===== src/rtl/mm_job_sched_pkg.sv =====
// Shared encodings for the matmul job scheduler: mode codes common with the MM
// controller and MAC, completion status codes, FSM states and descriptor sizing.
package mm_job_sched_pkg;

  localparam int MODE_W = 2;

  typedef enum logic [1:0] {
    MODE_INT8     = 2'd0,
    MODE_INT4     = 2'd1,
    MODE_INT4_VSQ = 2'd2
  } mm_mode_e;

  typedef enum logic [1:0] {
    CMP_OK            = 2'd0,
    CMP_TILE_MISMATCH = 2'd1,
    CMP_TIMEOUT       = 2'd2,
    CMP_RSVD          = 2'd3
  } cmp_status_e;

  typedef enum logic [2:0] {
    S_IDLE   = 3'd0,
    S_ISSUE  = 3'd1,
    S_RUN    = 3'd2,
    S_REPORT = 3'd3,
    S_DRAIN  = 3'd4,
    S_HALT   = 3'd5
  } sched_state_e;

  // Descriptor layout is {mode, tiles, tag}, MSB first.
  function automatic int desc_width(input int tile_w, input int tag_w);
    return MODE_W + tile_w + tag_w;
  endfunction

endpackage


===== src/rtl/mm_job_sched_job_fifo.sv =====
// Synchronous job-descriptor FIFO with first-word-fall-through head and a
// synchronous flush that empties it in one cycle.
module mm_job_sched_job_fifo #(
  parameter int DEPTH = 4,
  parameter int WIDTH = 22
) (
  input  logic             i_clk,
  input  logic             i_rst,
  input  logic             i_flush,
  input  logic             i_push,
  input  logic [WIDTH-1:0] i_din,
  input  logic             i_pop,
  output logic [WIDTH-1:0] o_head,
  output logic             o_full,
  output logic             o_empty
);

  localparam int AW = $clog2(DEPTH);
  localparam logic [AW:0] PTR_ONE = 1;

  logic [WIDTH-1:0] mem [DEPTH];
  logic [AW:0]      wr_ptr;
  logic [AW:0]      rd_ptr;

  // NOTE: storage is left unreset; the pointers alone decide which entries are live.
  always_ff @(posedge i_clk) begin
    if (i_push && !o_full) mem[wr_ptr[AW-1:0]] <= i_din;
  end

  always_ff @(posedge i_clk or posedge i_rst) begin
    if (i_rst) begin
      wr_ptr <= '0;
      rd_ptr <= '0;
    end else if (i_flush) begin
      wr_ptr <= '0;
      rd_ptr <= '0;
    end else begin
      if (i_push && !o_full) wr_ptr <= wr_ptr + PTR_ONE;
      if (i_pop && !o_empty) rd_ptr <= rd_ptr + PTR_ONE;
    end
  end

  // Extra pointer bit distinguishes full from empty when the indices match.
  assign o_empty = (wr_ptr == rd_ptr);
  assign o_full  = (wr_ptr[AW] != rd_ptr[AW]) && (wr_ptr[AW-1:0] == rd_ptr[AW-1:0]);
  assign o_head  = mem[rd_ptr[AW-1:0]];

endmodule


===== src/rtl/mm_job_sched.sv =====
// Job scheduler in front of the MM controller: queues descriptors, issues one
// job at a time, counts tiles, detects stalls and returns a completion record.
module mm_job_sched
  import mm_job_sched_pkg::*;
#(
  parameter int QD     = 4,
  parameter int TAG_W  = 4,
  parameter int TILE_W = 16,
  parameter int TO_W   = 20
) (
  input  logic              i_clk,
  input  logic              i_rst,
  input  logic              i_job_valid,
  output logic              o_job_ready,
  input  logic [1:0]        i_job_mode,
  input  logic [TILE_W-1:0] i_job_tiles,
  input  logic [TAG_W-1:0]  i_job_tag,
  output logic              o_mm_start,
  output logic [1:0]        o_mm_mode,
  input  logic              i_mm_tile_done,
  input  logic              i_mm_mtrx_done,
  input  logic [TO_W-1:0]   i_timeout,
  input  logic              i_abort,
  output logic              o_cmp_valid,
  input  logic              i_cmp_ready,
  output logic [TAG_W-1:0]  o_cmp_tag,
  output logic [1:0]        o_cmp_status,
  output logic              o_busy
);

  localparam int DW = desc_width(TILE_W, TAG_W);
  localparam logic [TILE_W-1:0] TILE_ONE = 1;
  localparam logic [TO_W-1:0]   TO_ONE   = 1;

  sched_state_e      state_q, state_d;
  logic [1:0]        cur_mode_q;
  logic [TILE_W-1:0] cur_tiles_q;
  logic [TAG_W-1:0]  cur_tag_q;
  logic [TILE_W-1:0] tile_cnt_q;
  logic [TO_W-1:0]   stall_cnt_q;
  cmp_status_e       status_q;
  logic              start_q;

  logic              fifo_full, fifo_empty, fifo_push, fifo_pop;
  logic [DW-1:0]     fifo_head;
  logic [1:0]        head_mode;
  logic [TILE_W-1:0] head_tiles;
  logic [TAG_W-1:0]  head_tag;
  logic [TILE_W-1:0] tile_cnt_inc, final_cnt;
  logic              timeout_hit;

  // A full queue refuses a push even when a pop frees a slot the same cycle.
  assign fifo_push = i_job_valid && !fifo_full;
  assign {head_mode, head_tiles, head_tag} = fifo_head;

  mm_job_sched_job_fifo #(
    .DEPTH (QD),
    .WIDTH (DW)
  ) u_job_fifo (
    .i_clk   (i_clk),
    .i_rst   (i_rst),
    .i_flush (i_abort),
    .i_push  (fifo_push),
    .i_din   ({i_job_mode, i_job_tiles, i_job_tag}),
    .i_pop   (fifo_pop),
    .o_head  (fifo_head),
    .o_full  (fifo_full),
    .o_empty (fifo_empty)
  );

  assign tile_cnt_inc = (tile_cnt_q == '1) ? tile_cnt_q : tile_cnt_q + TILE_ONE;
  assign final_cnt    = i_mm_tile_done ? tile_cnt_inc : tile_cnt_q;
  assign timeout_hit  = (i_timeout != '0) && (stall_cnt_q == i_timeout - TO_ONE)
                        && !i_mm_tile_done && !i_mm_mtrx_done;

  always_ff @(posedge i_clk or posedge i_rst) begin
    if (i_rst) state_q <= S_IDLE;
    else       state_q <= state_d;
  end

  // NOTE: state_d gets a default before the case so no path can infer a latch.
  always_comb begin
    state_d = state_q;
    if (i_abort) begin
      state_d = (state_q == S_RUN) ? S_DRAIN : S_IDLE;
    end else begin
      case (state_q)
        S_IDLE:   if (!fifo_empty) state_d = S_ISSUE;
        S_ISSUE:  state_d = S_RUN;
        S_RUN:    if (i_mm_mtrx_done || timeout_hit) state_d = S_REPORT;
        S_REPORT: if (i_cmp_ready) state_d = (status_q == CMP_TIMEOUT) ? S_HALT : S_IDLE;
        S_DRAIN:  if (i_mm_mtrx_done) state_d = S_IDLE;
        S_HALT:   state_d = S_HALT;
        default:  state_d = S_IDLE;
      endcase
    end
  end

  always_comb begin
    fifo_pop     = (state_q == S_IDLE) && !fifo_empty && !i_abort;
    o_cmp_valid  = (state_q == S_REPORT) && !i_abort;
    o_busy       = (state_q != S_IDLE) || !fifo_empty;
    o_job_ready  = !fifo_full;
    o_mm_start   = start_q;
    o_mm_mode    = cur_mode_q;
    o_cmp_tag    = cur_tag_q;
    o_cmp_status = status_q;
  end

  always_ff @(posedge i_clk or posedge i_rst) begin
    if (i_rst) begin
      start_q     <= 1'b0;
      cur_mode_q  <= '0;
      cur_tiles_q <= '0;
      cur_tag_q   <= '0;
      tile_cnt_q  <= '0;
      stall_cnt_q <= '0;
      status_q    <= CMP_OK;
    end else begin
      start_q <= (state_d == S_ISSUE);
      if (fifo_pop) begin
        cur_mode_q  <= head_mode;
        cur_tiles_q <= head_tiles;
        cur_tag_q   <= head_tag;
      end
      case (state_q)
        S_ISSUE: begin
          tile_cnt_q  <= '0;
          stall_cnt_q <= '0;
        end
        S_RUN: begin
          tile_cnt_q  <= final_cnt;
          stall_cnt_q <= i_mm_tile_done ? '0 : stall_cnt_q + TO_ONE;
          // A tile_done coinciding with mtrx_done is already folded into final_cnt.
          if (i_mm_mtrx_done)
            status_q <= (final_cnt == cur_tiles_q) ? CMP_OK : CMP_TILE_MISMATCH;
          else if (timeout_hit)
            status_q <= CMP_TIMEOUT;
        end
        default: ;
      endcase
    end
  end

endmodule


===== config.mk =====
export PLATFORM = sky130hd
export DESIGN_NAME = mm_job_sched
export DESIGN_NICKNAME = d
export VERILOG_FILES = /design/src/rtl/mm_job_sched_pkg.sv /design/src/rtl/mm_job_sched_job_fifo.sv /design/src/rtl/mm_job_sched.sv
export SDC_FILE = /design/constraint.sdc
export NUM_CORES = 1
export LEC_CHECK = 0
export ABC_AREA = 1
export BUFFER_PORTS_ARGS = -buffer_cell sky130_fd_sc_hd__buf_2
export CAP_MARGIN = 10
export CORE_MARGIN = 8
export CORE_UTILIZATION = 55
export DETAILED_ROUTE_END_ITERATION = 7
export MAX_ROUTING_LAYER = met4
export PLACE_DENSITY = 0.88
export SLEW_MARGIN = 20
export SYNTH_ARGS = -nofsm -noshare
export SYNTH_HDL_FRONTEND = slang
export SYNTH_SLANG_ARGS = --single-unit

===== constraint.sdc =====
create_clock -name i_clk -period 2.4 [get_ports i_clk]
set_clock_uncertainty 0.1 [all_clocks]
set_input_delay 0.48 -clock i_clk [delete_from_list [all_inputs] [get_ports i_clk]]
set_output_delay 0.48 -clock i_clk [all_outputs]
set_load 0.05 [all_outputs]

# [Word-level counts from Yosys, hierarchy flattened]
# Memory sizes are Yosys's and may differ from the RTL's. A register that Yosys moved wholly into a read port is not among the register bits.
# Index checks and enable logic that the tools add are counted.
[word_totals] reg_bits=48 latch_bits=0 mem_bits_rw=88 romBits=0 inputBits=49 out_inout_bits=12 elab_cells=73 n_memories=1
[classes] add_sub_neg=5 multipliers=0 n_div=0 magnitude_cmp=0 eq_ne=13 n_shift=0 n_mux=22 n_bitwise=0 reduce_logical=25
[mem_list] name="u_job_fifo.mem" depth=4 width=22 read_ports=1 rd_clocked_by_memory_dff=1 wr=1 line_no="mm_job_sched_job_fifo.sv:21" text="logic [WIDTH-1:0] mem [DEPTH];"
[op_table] cell="case mux 20 bit (2 select lines)" n=1
[op_table] cell="two-way mux 3 bit" n=11
[op_table] cell="two-way mux 16 bit" n=2
[op_table] cell="case mux 16 bit (2 select lines)" n=1
[op_table] cell="adder 20 x 1 -> 20 bit (second input constant)" n=1
[op_table] cell="equality test 20 bit" n=1
[op_table] cell="two-way mux 20 bit" n=1
[op_table] cell="nonzero test 20 bit" n=1
[op_table] cell="subtractor 20 x 1 -> 20 bit (second input constant)" n=1
[op_table] cell="case mux 3 bit (6 select lines)" n=1
[op_table] cell="adder 16 x 1 -> 16 bit (second input constant)" n=1
[op_table] cell="equality test 16 bit" n=1
[op_table] cell="equality test 16 bit (second input constant)" n=1
[op_table] cell="logical AND 1 bit" n=10
[op_table] cell="nonzero test 2 bit" n=4
[op_table] cell="adder 3 x 1 -> 3 bit (second input constant)" n=2
[op_table] cell="equality test 3 x 1 -> 1 bit (second input constant)" n=2
[op_table] cell="equality test 3 x 2 -> 1 bit (second input constant)" n=2
[op_table] cell="equality test 3 bit (second input constant)" n=2
[op_table] cell="logical NOT 1 bit" n=5
[op_table] cell="two-way mux 2 bit" n=2
[op_table] cell="equality test 3 bit" n=1
[op_table] cell="logical NOT 3 bit" n=1
[op_table] cell="two-way mux 1 bit" n=3
[op_table] cell="6 further kinds" n=7

# [Depth between registers and ports, before layout]
# Gate-level depths: netlist (run 1).
[depth] depth_word=10 mapped_depth=17 depth_no_buf=17

# [Hierarchy]
# From an unflattened synthesis (run 1), not the netlist that was laid out.
[hier_totals] hier_cells=932 area_unflattened_um2=8319.2
[modules_own_cells] module="mm_job_sched" n_inst=1 cells_per_inst=657 area_each_um2=4590.7 seq_area_each_um2=1601.5
[modules_own_cells] module="mm_job_sched_job_fifo" n_inst=1 cells_per_inst=275 area_each_um2=3728.6 seq_area_each_um2=2792.7

# [Worst setup path before layout (run 1)]
# No wires, ideal clock.
[synth_path] path_kind="reg2reg" start="reg u_job_fifo.rd_ptr[1]" end="mem u_job_fifo.mem[3][0], enable pin" setup_time_ps=403 arrival_ps=2367 required_ps=1897 path_slack_ps=-470 stages_incl_launch_ff=6 path_buffers=1 period_less_slack_ps=2870 path_cell_list="dfrtp_1 -> buf_2 -> xnor2_1 -> nand3b_1 -> nand2_1 -> nor2_1"
[synth_between] elab_chain_cells=7
[synth_rtl] item="start, declared" line_no="mm_job_sched_job_fifo.sv:23" text="logic [AW:0] rd_ptr;"
[synth_rtl] item="start signal, assigned" line_no="mm_job_sched_job_fifo.sv:39" text="if (i_pop && !o_empty) rd_ptr <= rd_ptr + PTR_ONE;"
[synth_rtl] item="equality test 2 bit (*)" line_no="mm_job_sched_job_fifo.sv:45" text="assign o_full = (wr_ptr[AW] != rd_ptr[AW]) && (wr_ptr[AW-1:0] == rd_ptr[AW-1:0]);"
[synth_rtl] item="logical AND 1 bit (*)" line_no="mm_job_sched_job_fifo.sv:45"
[synth_rtl] item="logical NOT 1 bit (*)"
[synth_rtl] item="net o_job_ready" line_no="mm_job_sched.sv:14" text="output logic o_job_ready,"
[synth_rtl] item="logical AND 1 bit" line_no="mm_job_sched.sv:53" text="assign fifo_push = i_job_valid && !fifo_full;"
[synth_rtl] item="logical AND 1 bit (*)" line_no="mm_job_sched_job_fifo.sv:27" text="if (i_push && !o_full) mem[wr_ptr[AW-1:0]] <= i_din;"
[synth_rtl] item="two-way mux 1 bit (*)" line_no="mm_job_sched_job_fifo.sv:27"
[synth_rtl] item="two-way mux 1 bit (not written as such) (*)" line_no="mm_job_sched_job_fifo.sv:27"
[synth_rtl] item="end, declared" line_no="mm_job_sched_job_fifo.sv:21"
# The timed path passes the listed nets; every way through them passes the cells marked *.

# [Worst setup path in the final report (run 1)]
[layout_path] start="reg state_q[0]" end="out o_cmp_valid"
[layout_between] elab_chain_cells=2
[layout_rtl] item="start, declared" line_no="mm_job_sched.sv:35" text="sched_state_e state_q, state_d;"
[layout_rtl] item="start signal, assigned" line_no="mm_job_sched.sv:78" text="else state_q <= state_d;"
[layout_rtl] item="equality test 3 x 2 -> 1 bit" line_no="mm_job_sched.sv:101" text="o_cmp_valid = (state_q == S_REPORT) && !i_abort;"
[layout_rtl] item="logical AND 1 bit" line_no="mm_job_sched.sv:101"
[layout_rtl] item="end, declared" line_no="mm_job_sched.sv:24" text="output logic o_cmp_valid,"
# No other way between the ends.

==> summary.md, run 1 <==
| Metric | Value |
|---|---|
| Status | `finished clean` |
| CP Launch Type | `flip-flop` |
| RSZ-0062 raised after global routing | `no` |
| Synth cell types | `41` |
| Logic pwr share | `33.9%` |
| Post-route clock period utilization | `93.3%` |
| Final Hold Fails | `0` |
| Min Hold Slack | `0.0728 ns` |
| Remaining antenna violation count after routing | `0` |
| Gpl congestion | `0.939` |
| Initial DRC count | `714` |
| Worst setup margin | `0.160 ns` |
| Initial core utilization | `55.3%` |
| Layout cells sized above 1 | `16.2%` |
| Number of global-route vias before repair | `7,024` |
| Area post-placement | `8980 um^2` |
| Worst skew pair latency | `0.42 ns` |
| Most common cell after layout, fill and taps aside | `nand2_1` |
| Max VDD drop | `0.000702 V` |
| CTS tree | `yes` |
| Pint | `6.08 mW` |
| CTS Root Cell | `clkbuf_16` |
| GRT Total Usage | `21.2%` |
| Via density | `5.69` |
| Die width | `139 um` |
| Dominant synthesized flop cell | `edfxtp_1` |
| Hold Path Class | `input port to asynchronous set/reset pin` |
| Gr ovfl total | `0` |
| Asr flop ratio synth | `44.3%` |
| Pwr dens | `1030 nW/um^2` |
| Psw | `3.83 mW` |
| CTS clock-pin slew for the worst setup and hold paths | `0.07 ns` |
| Fmax | `446 MHz` |
| CP arrival | `1.66 ns` |
| Fin. max-slew vios | `0` |
| Synth area leaders | `edfxtp_1 32%, dfrtp_1 21%, nand2_1 11%` |
| Critical Path Sink Type | `primary output` |
| Setup Viol. Count Final | `0` |
| Area leader, netlist | `edfxtp_1` |
| Core area | `15,000 um^2` |
| Syn Area/Cell | `8.68 um^2` |
| HPWL Detailed | `13,400 um` |
| Max-cap violations | `0` |
| Final WL | `20,200 um` |
| Post-synth EDFFs | `88` |
| Worst-Margin Slew | `0.481 ns` |
| Fin crit period | `2.24 ns` |
| Sw frac | `38.6%` |
| CTS Sinks | `158` |
| Synth Net Count | `1,012` |
| Largest net degree at the start of global routing | `49` |
| Io pins | `61` |
| Vias | `7,066` |
| Slew Limit Headroom | `67.9%` |
| Top-area cell type share of the netlist area | `31.9%` |
| Mapped Area | `8280 um^2` |
| Initial antenna violation count | `1` |
| Final core utilization | `64.2%` |
| Sequential power share | `37.4%` |
| Std cell rows | `45` |
| Die H | `139 um` |
| Drt first pass iters | `6` |
| Register area share after synthesis | `53.1%` |
| H-tree Lvls | `4` |
| Gate Count Post-Synth | `954` |
| Residual DRC | `0` |
| Total setup buffers inserted after CTS | `0` |
| Synth warn | `0` |
| WP data required | `1.82 ns` |
| Clock power frac | `28.7%` |
| Leak pwr | `4.15 nW` |
| Wire per inst | `16.2 um` |
| Final nets | `1,097` |
| CP max FO | `5` |
| Placed instance count | `1,208` |
| Non-Filler Instances | `1,241` |
| Crit Path Class | `flip-flop to primary output` |
| DP Worst Slack | `0.0371 ns` |
| Clock Tree Buf Depth | `2` |
| First-pass GRT wire length | `32,600 um` |
| # port buffers | `60` |
| Die area | `19,200 um^2` |
| Area Growth Syn to Fin | `16.2%` |
| Commonest non-fill, non-tap cells in the layout | `241 x nand2_1, 148 x nor2_1, 88 x edfxtp_1` |
| Post-route design area | `9620 um^2` |
| Number of synthesized register bits | `158` |
| Fill count | `1,156` |
| CTS Buf Count | `17` |
==> kinds of logic after synthesis <==
logic type	share of synthesized area [%]
and+or+nand+nor	27.8
DFF	53.1
AOI/OAI and AO/OA	8.92
buffers and inverters	5.43
xor gates and xnor gates	3.45
adders and majority gates	1.36
==> sequential cells by signal, summed over array words and instances (netlist names) <==
name	count
o_mm_start	1
state_q	3
o_mm_mode	2
stall_cnt_q	20
o_cmp_tag	4
u_job_fifo.rd_ptr	3
o_cmp_status	2
u_job_fifo.wr_ptr	3
tile_cnt_q	16
cur_tiles_q	16
u_job_fifo.mem	88
==> per-layer routing <==
layer | global-route usage, % | routed length, um | up-vias
li1 | - | - | 3378
met1 | 23.7 | 8090 | 3295
met2 | 36.1 | 10200 | 330
met3 | 3.68 | 1250 | 63
met4 | 10.9 | 585 | 0
met5 | - | 0 | -
==> repair_timing <==
action	4_1_cts	5_1_grt
hold buffers	0	0
setup endpoints to repair	0	1
resized for setup	0	1
==> worst max-delay path: stages (launching register included) <==
cell	delay, ns
dfrtp_1	0.47
nand2_1	0.12
nor2_1	0.20
inv_1	0.09
nor2_1	0.09
buf_2	0.27
==> area by class of cell <==
cell class	count	area (um^2)	share of cell area [%]
flip-flops and latches	158	4390	45.7
repair buffers	93	573	5.96
inverters	88	330	3.43
diodes	1	2.50	0.0260
clock buffers	17	425	4.42
multi-input cells	681	3460	35.9
well taps	188	235	2.45
clock inverters	15	204	2.12
==> cells in the mapped netlist, drive strengths merged (15+ instances only) <==
cell type and instances:
nand3 56, o21ai 60, inv 86, nand2 250, dfrtp 70, xor2 19
o22ai 18, nor2 166, nand4 21, edfxtp 88, nand3b 15, o32ai 22
==> stage by stage <==
stage	power (mW)	setup TNS (ns)
global route	10.4	0
global placement	6.87	0
CTS	9.89	0
detailed placement	7.00	0
floorplan	5.96	-12.04
finish	9.91	0
==> worst paths after layout <==
check                                     startpoint                               to  slack [ns]  cells past startpoint
setup / recovery                state_q[0]$_DFF_PP0_                      o_cmp_valid        0.16                      5
hold reg to reg             o_mm_mode[0]$_DFFE_PP0P_         o_mm_mode[0]$_DFFE_PP0P_        0.38                      2
min in group i_clk                   i_job_tiles[10]  u_job_fifo.mem[3][14]$_DFFE_PP_        0.16                      1
max in group asynchronous                      i_rst       cur_tiles_q[0]$_DFFE_PP0P_        1.78                      3
setup reg to reg           tile_cnt_q[0]$_DFFE_PP0P_      o_cmp_status[0]$_DFFE_PP0P_        0.19                     15
hold / removal                                 i_rst        tile_cnt_q[0]$_DFFE_PP0P_        0.07                      3
==> power by group through the flow <==
stage	combinational, mW	sequential (mW)	clock [mW]
2_1_floorplan	2.04	3.93	0
3_3_place_gp	3.16	3.71	0
3_5_place_dp	3.27	3.73	0
4_1_cts	3.34	3.69	2.85
5_1_grt	3.66	3.74	2.98
6_report	3.36	3.70	2.84
Power figures use the tool's default switching activity.
==> run 2, diff against run 1 <==
==> constraint.sdc (replaced) <==
create_clock -name i_clk -period 2.4 [get_ports i_clk]
set_clock_uncertainty 0.1 [all_clocks]
set_input_delay 0.36 -clock i_clk [delete_from_list [all_inputs] [get_ports i_clk]]
set_output_delay 0.36 -clock i_clk [all_outputs]
set_load 0.05 [all_outputs]
==> run 2 against run 1 <==
Non-clock buffer count shrank 1. Via count shrank 0.88%. Clock power shrank 5%. Critical path depth grew 9. Core utilization shrank 0.067 points. Sequential share of layout area is essentially flat. Maximum frequency shrank 1.7%. Cell area shrank 0.10%. Sequential power is essentially flat. Total power shrank 1.9%. Largest cell class unchanged.
==> summary.md, run 2 (synthesis results as in run 1) <==
| Metric | Value |
|---|---|
| Die area | `19,200 um^2 (unchanged)` |
| Fin. max-slew vios | `0 (unchanged)` |
| CP arrival | `2.49 ns (+0.83 ns)` |
| Final Hold Fails | `0 (unchanged)` |
| Hold depth | `1` |
| Pwr Total | `9.72 mW (-1.9%)` |
| Leak pwr | `4.13 nW (-0.52%)` |
| CP max FO | `4 (-1)` |
| Critical Path Sink Type | `flip-flop` |
| Final nets | `1,096 (-0.091%)` |
| Remaining antenna violation count after routing | `0 (unchanged)` |
| Final WL | `19,700 um (-2.0%)` |
| Sequential power share | `38.1% (+0.7 points)` |
| Initial antenna violation count | `1 (unchanged)` |
| H-tree Lvls | `4 (unchanged)` |
| Std cell rows | `45 (unchanged)` |
| CP Launch Type | `flip-flop` |
| Fmax | `439 MHz (-1.7%)` |
| Crit Path Class | `flip-flop to flip-flop` |
| Critical R2R Launch | `tile_cnt_q[1]$_DFFE_PP0P_` |
| HPWL Detailed | `13,700 um (+2.4%)` |
| Most common cell after layout, fill and taps aside | `nand2_1` |
| Worst stage delay on the critical path | `0.40 ns (-0.07 ns)` |
| Initial DRC count | `549 (-23%)` |
| Core area | `15,000 um^2 (unchanged)` |
| Slew Limit Headroom | `67.4% (-0.51 points)` |
| Via density | `5.65 (-0.80%)` |
| Commonest non-fill, non-tap cells in the layout | `241 x nand2_1, 147 x nor2_1, 88 x edfxtp_1` |
| Initial core utilization | `55.3% (unchanged)` |
| Max FFs per register | `88 (unchanged)` |
| Wire per inst | `15.9 um (-1.9%)` |
| CTS tree | `yes` |
| Setup Viol. Count Final | `0 (unchanged)` |
| Gpl congestion | `0.982 (+4.6%)` |
| CTS Buf Count | `17 (unchanged)` |
| Pint | `6.05 mW (-0.60%)` |
| Die width | `139 um (unchanged)` |
| Pwr dens | `1010 nW/um^2 (-1.8%)` |
| # port buffers | `60 (unchanged)` |
| CTS clock-pin slew for the worst setup and hold paths | `0.06 ns (about the same)` |
| CP max stage cell | `dfrtp_1` |
| Fin crit period | `2.28 ns (+0.0396 ns)` |
| Clock Tree Buf Depth | `2 (unchanged)` |
| Max-cap violations | `0 (unchanged)` |
| Largest net degree at the start of global routing | `47 (-4.1%)` |
| R2r setup slk | `0.12 ns (-0.07 ns)` |
| Psw | `3.68 mW (-3.9%)` |
| Non-Filler Instances | `1,240 (-0.081%)` |
| Status | `finished clean` |
| Post-route clock period utilization | `95.0% (+1.7 points)` |
| Final core utilization | `64.2% (-0.067 points)` |
| Hold Path Class | `input port to flip-flop` |
| Max VDD drop | `0.000684 V (-2.5%)` |
| Area Growth Syn to Fin | `16.1%` |
| First-pass GRT wire length | `32,600 um (about the same)` |
| Placed instance count | `1,206 (-0.17%)` |
| Total setup buffers inserted after CTS | `0 (unchanged)` |
| Sw frac | `37.8% (-0.79 points)` |
| WP data required | `2.61 ns (+0.79 ns)` |
| Min Hold Slack | `0.0451 ns (-0.0277 ns)` |
| Cell depth of the worst flop-to-flop path | `14 (-1)` |
| Number of global-route vias before repair | `6,865 (-2.3%)` |
| Io pins | `61 (unchanged)` |
| RSZ-0062 raised after global routing | `no` |
| Drt first pass iters | `5 (-1)` |
| Reg-to-Reg End | `o_cmp_status[0]$_DFFE_PP0P_` |
| CTS Root Cell | `clkbuf_16` |
| Worst-Margin Slew | `0.488 ns (+0.00689 ns)` |
| Gr ovfl total | `0 (unchanged)` |
| Die H | `139 um (unchanged)` |
| GRT Total Usage | `21.3% (+0.12 points)` |
| CTS Sinks | `158 (unchanged)` |
| Crit-path most repeated cell | `nand2_1` |
| Logic pwr share | `34.3% (+0.4 points)` |
| Worst skew pair latency | `0.43 ns (about the same)` |
| Residual DRC | `0 (unchanged)` |
| Clock power frac | `27.6% (-1.1 points)` |
| Vias | `7,004 (-0.88%)` |
| Hold EP | `u_job_fifo.mem[0][15]$_DFFE_PP_` |
| Hold_sp | `i_job_tiles[11]` |
| Layout cells sized above 1 | `16.2% (about the same)` |
| CP Cell Sequence | `ha_1, nand2_2, nor2_2, nand4_2, nor2_1, nor2_1, nand2_1, nand2_1, nor2_1, nand2_1, nor2_1, nand2_1, nand2_1, nand2_1` |
==> run 2: changes by cell type in the layout (fill, tap and decap cells not counted), sizes merged <==
cell and change:
dlygate4sd3 +1, clkinvlp +2, clkinv +4, buf -2
inv -7, clkbuf +1
==> run 2: final cells by class <==
cell class / instances / area (um^2)
Tap cell: 188 / 235
Fill cell: 1170 / 5370
Timing Repair Buffer: 92 / 581
Clock inverter: 14 / 158
Sequential cell: 158 / 4390
Antenna cell: 1 / 2.50
Clock buffer: 18 / 439
Multi-Input combinational cell: 681 / 3470
Inverter: 88 / 330
==> run 2: worst max-delay path, delay by kind of cell (launching register included) <==
family	cells	cell delay, ns
and+or+nand+nor	13	1.47
adders and majority gates	1	0.20
DFF	1	0.40
==> run 2: what timing repair did <==
| action | CTS | global route |
|---|---|---|
| gates resized for setup | 0 | 4 |
| endpoints found under the hold margin | 20 | 0 |
| hold buffers | 1 | 0 |
| endpoints found under the setup margin | 0 | 1 |
==> run 2: worst max-delay path by stage <==
stage,from,endpoint,depth (start not counted)
CTS,tile_cnt_q[1]$_DFFE_PP0P_,o_cmp_status[0]$_DFFE_PP0P_,15
global placement,tile_cnt_q[1]$_DFFE_PP0P_,o_cmp_status[0]$_DFFE_PP0P_,15
finish,tile_cnt_q[1]$_DFFE_PP0P_,o_cmp_status[0]$_DFFE_PP0P_,14
global route,tile_cnt_q[1]$_DFFE_PP0P_,o_cmp_status[0]$_DFFE_PP0P_,15
floorplan,u_job_fifo.rd_ptr[1]$_DFFE_PP0P_,u_job_fifo.mem[3][0]$_DFFE_PP_,5
detailed placement,tile_cnt_q[1]$_DFFE_PP0P_,o_cmp_status[0]$_DFFE_PP0P_,15
==> run 2: metrics by stage <==
step                      cell area [um^2]  setup TNS [ns]  worst slack (ns)
after detailed placement              8980               0             0.135
final                                 9610               0             0.120
after global routing                  9610               0           0.00496
after floorplan                       8290          -12.04            -0.160
after CTS                             9580               0            0.0860
after global placement                8980               0             0.198
==> run 2: routing by layer <==
metal  wire length, um  up-vias  GRT usage [%]
li1                  -     3377              -
met1              8050     3312           24.3
met2              9940      266           36.1
met5                 0        -              -
met3              1250       49           4.48
met4               510        0           8.90
==> run 2: power by group through the flow <==
stage | Combinational, mW | Sequential (mW) | Clock [mW]
after global placement | 3.16 | 3.71 | 0
final | 3.33 | 3.70 | 2.69
after CTS | 3.31 | 3.69 | 2.71
after detailed placement | 3.26 | 3.74 | 0
after floorplan | 2.04 | 3.93 | 0
after global routing | 3.67 | 3.75 | 2.82
==> run 3, diff against run 2 <==
Settings changed: HOLD_SLACK_MARGIN set to 0.15.
==> run 3 against run 2 <==
First-iteration DRC count grew 17%. Critical path depth unchanged. Cell area grew 2.5%. Hold slack better by 0.17 ns. Register-to-register slack barely moved. Sequential share of layout area down 1.1 points. Count of clock-buffer cells in the layout unchanged. Core utilization up 1.6 points. Die area is the same. Sequential power is essentially flat. Non-clock buffer count rose by 24. Critical path type unchanged. Highest routed layer unchanged.
==> summary.md, run 3 (synthesis results as in run 1) <==
| Metric | Value |
|---|---|
| Status | `finished clean` |
| Pwr dens | `994 nW/um^2 (-1.8%)` |
| Initial core utilization | `55.3% (unchanged)` |
| WP data required | `2.61 ns (about the same)` |
| Die width | `139 um (unchanged)` |
| Io pins | `61 (unchanged)` |
| Gr ovfl total | `0 (unchanged)` |
| HPWL Detailed | `13,700 um (unchanged)` |
| CTS Sinks | `158 (unchanged)` |
| Non-Filler Instances | `1,263 (+1.9%)` |
| Commonest non-fill, non-tap cells in the layout | `241 x nand2_1, 147 x nor2_1, 88 x edfxtp_1` |
| Remaining antenna violation count after routing | `0 (unchanged)` |
| Area Growth Syn to Fin | `19.0%` |
| Post-route clock period utilization | `94.8% (-0.20 points)` |
| N_diodes | `0 (-1)` |
| Fin crit period | `2.28 ns (-0.00482 ns)` |
| Setup Viol. Count Final | `0 (unchanged)` |
| Crit-path most repeated cell | `nand2_1` |
| Fmax | `440 MHz (+0.21%)` |
| Worst-Margin Slew | `0.503 ns (+0.0150 ns)` |
| CP Capture Point | `o_cmp_status[0]$_DFFE_PP0P_` |
| Leak pwr | `4.23 nW (+2.5%)` |
| CTS Root Cell | `clkbuf_16` |
| Clock Tree Buf Depth | `2 (unchanged)` |
| Final nets | `1,120 (+2.2%)` |
| Number of global-route vias before repair | `7,045 (+2.6%)` |
| Residual DRC | `0 (unchanged)` |
| Pwr Total | `9.79 mW (+0.64%)` |
| Wire per inst | `16.1 um (+1.1%)` |
| CP startpoint | `tile_cnt_q[1]$_DFFE_PP0P_` |
| Slew Limit Headroom | `66.4% (-1.0 points)` |
| Max VDD drop | `0.000964 V (+41%)` |
| Most common cell after layout, fill and taps aside | `nand2_1` |
| Vias | `7,149 (+2.1%)` |
| Final Hold Fails | `0 (unchanged)` |
| Std cell rows | `45 (unchanged)` |
| RSZ-0062 raised after global routing | `no` |
| Buf/Inv on CP | `0 (unchanged)` |
| Die area | `19,200 um^2 (unchanged)` |
| Crit Path Class | `flip-flop to flip-flop` |
| Drt first pass iters | `5 (unchanged)` |
| Placed instance count | `1,206 (unchanged)` |
| GRT Total Usage | `21.9% (+0.57 points)` |
| First-pass GRT wire length | `33,500 um (+2.6%)` |
| Delay-heaviest family, CP | `simple AND/OR/NAND/NOR gates` |
| CP max FO | `4 (unchanged)` |
| Fin. max-slew vios | `0 (unchanged)` |
| Worst skew pair latency | `0.43 ns (about the same)` |
| Final WL | `20,300 um (+3.0%)` |
| CTS tree | `yes` |
| Worst stage delay on the critical path | `0.40 ns (about the same)` |
| CP max stage cell | `dfrtp_1` |
| H-tree Lvls | `4 (unchanged)` |
| Initial DRC count | `642 (+17%)` |
| Cell depth of the worst flop-to-flop path | `14 (unchanged)` |
| Hold Path Class | `input port to flip-flop` |
| Via density | `5.66 (+0.21%)` |
| Die H | `139 um (unchanged)` |
| R2r setup slk | `0.12 ns (about the same)` |
| Crit. path cell count | `14 (unchanged)` |
| CTS clock-pin slew for the worst setup and hold paths | `0.06 ns (about the same)` |
| Core area | `15,000 um^2 (unchanged)` |
| Max FFs per register | `88 (unchanged)` |
| Layout cells sized above 1 | `15.8% (-0.36 points)` |
| CP arrival | `2.49 ns (about the same)` |
| CP Launch Type | `flip-flop` |
| Critical Path Sink Type | `flip-flop` |
| Gpl congestion | `0.982 (unchanged)` |
| Largest net degree at the start of global routing | `47 (unchanged)` |
| CTS Buf Count | `17 (unchanged)` |
| Reg-to-Reg End | `o_cmp_status[0]$_DFFE_PP0P_` |
| CP Cell Sequence | `ha_1, nand2_2, nor2_2, nand4_2, nor2_1, nor2_1, nand2_1, nand2_1, nor2_1, nand2_1, nor2_1, nand2_1, nand2_1, nand2_1` |
| Initial antenna violation count | `0 (-1)` |
| # port buffers | `60 (unchanged)` |
| Critical R2R Launch | `tile_cnt_q[1]$_DFFE_PP0P_` |
| Max-cap violations | `0 (unchanged)` |
-- run 3: what timing repair did --
item,CTS,global route
gates resized for setup,0,4
setup endpoints to repair,0,1
endpoints found under the hold margin,111,0
hold buffers,25,0
setup buffers,0,0
-- run 3: through the flow --
step | TNS [ns] | util [%] | setup slack [ns] | hold WS (ns) | area (um^2)
after floorplan | -12.04 | - | -0.160 | 0.326 | 8290
after global placement | 0 | 59.9 | 0.198 | 0.306 | 8980
after detailed placement | 0 | 59.9 | 0.135 | 0.312 | 8980
after CTS | 0 | 65.6 | 0.0860 | 0.198 | 9820
after global routing | 0 | 65.8 | 0.00365 | 0.255 | 9850
final | 0 | 65.8 | 0.125 | 0.211 | 9850
-- run 3: worst reg2reg max path, cell delays in order, from the launching register on --
cell,delay [ns]
dfrtp_1,0.40
ha_1,0.20
nand2_2,0.10
nor2_2,0.19
nand4_2,0.14
nor2_1,0.20
nor2_1,0.10
nand2_1,0.07
nand2_1,0.09
nor2_1,0.11
nand2_1,0.08
nor2_1,0.20
nand2_1,0.08
nand2_1,0.06
nand2_1,0.05
-- run 3: layout make-up --
type,count,area [um^2]
clock buffers,18,439
clock inverters,14,158
fillers,1122,5130
inverters,88,330
multi-input cells,681,3470
flip-flops and latches,158,4390
well taps,188,235
repair buffers,116,821
-- run 3: routing by layer --
metal  up-vias  wire [um]  GRT usage, %
met3        51       1300          4.27
met2       301      10400          37.5
met5         -          0             -
met1      3376       8100          24.7
met4         0        533          9.24
li1       3421          -             -
-- run 3: worst min-delay path by stage --
| stage | start | end | slack [ns] | cells after the start |
|---|---|---|---|---|
| floorplan | i_abort | state_q[1]$_DFF_PP0_ | 0.33 | 1 |
| global placement | i_rst | stall_cnt_q[2]$_DFFE_PP0P_ | 0.31 | 2 |
| detailed placement | i_rst | stall_cnt_q[0]$_DFFE_PP0P_ | 0.31 | 2 |
| CTS | i_cmp_ready | state_q[2]$_DFF_PP0_ | 0.20 | 5 |
| global route | i_mm_mtrx_done | o_cmp_status[0]$_DFFE_PP0P_ | 0.25 | 5 |
| finish | i_cmp_ready | state_q[2]$_DFF_PP0_ | 0.21 | 5 |
-- run 3: where the power goes --
group          switching (mW)  leakage, nW  total (mW)  internal, mW
sequential              0.345         1.73        3.71          3.36
clock                    1.11        0.289        2.69          1.58
combinational            2.25         2.21        3.39          1.14
total                    3.71         4.23        9.79          6.08
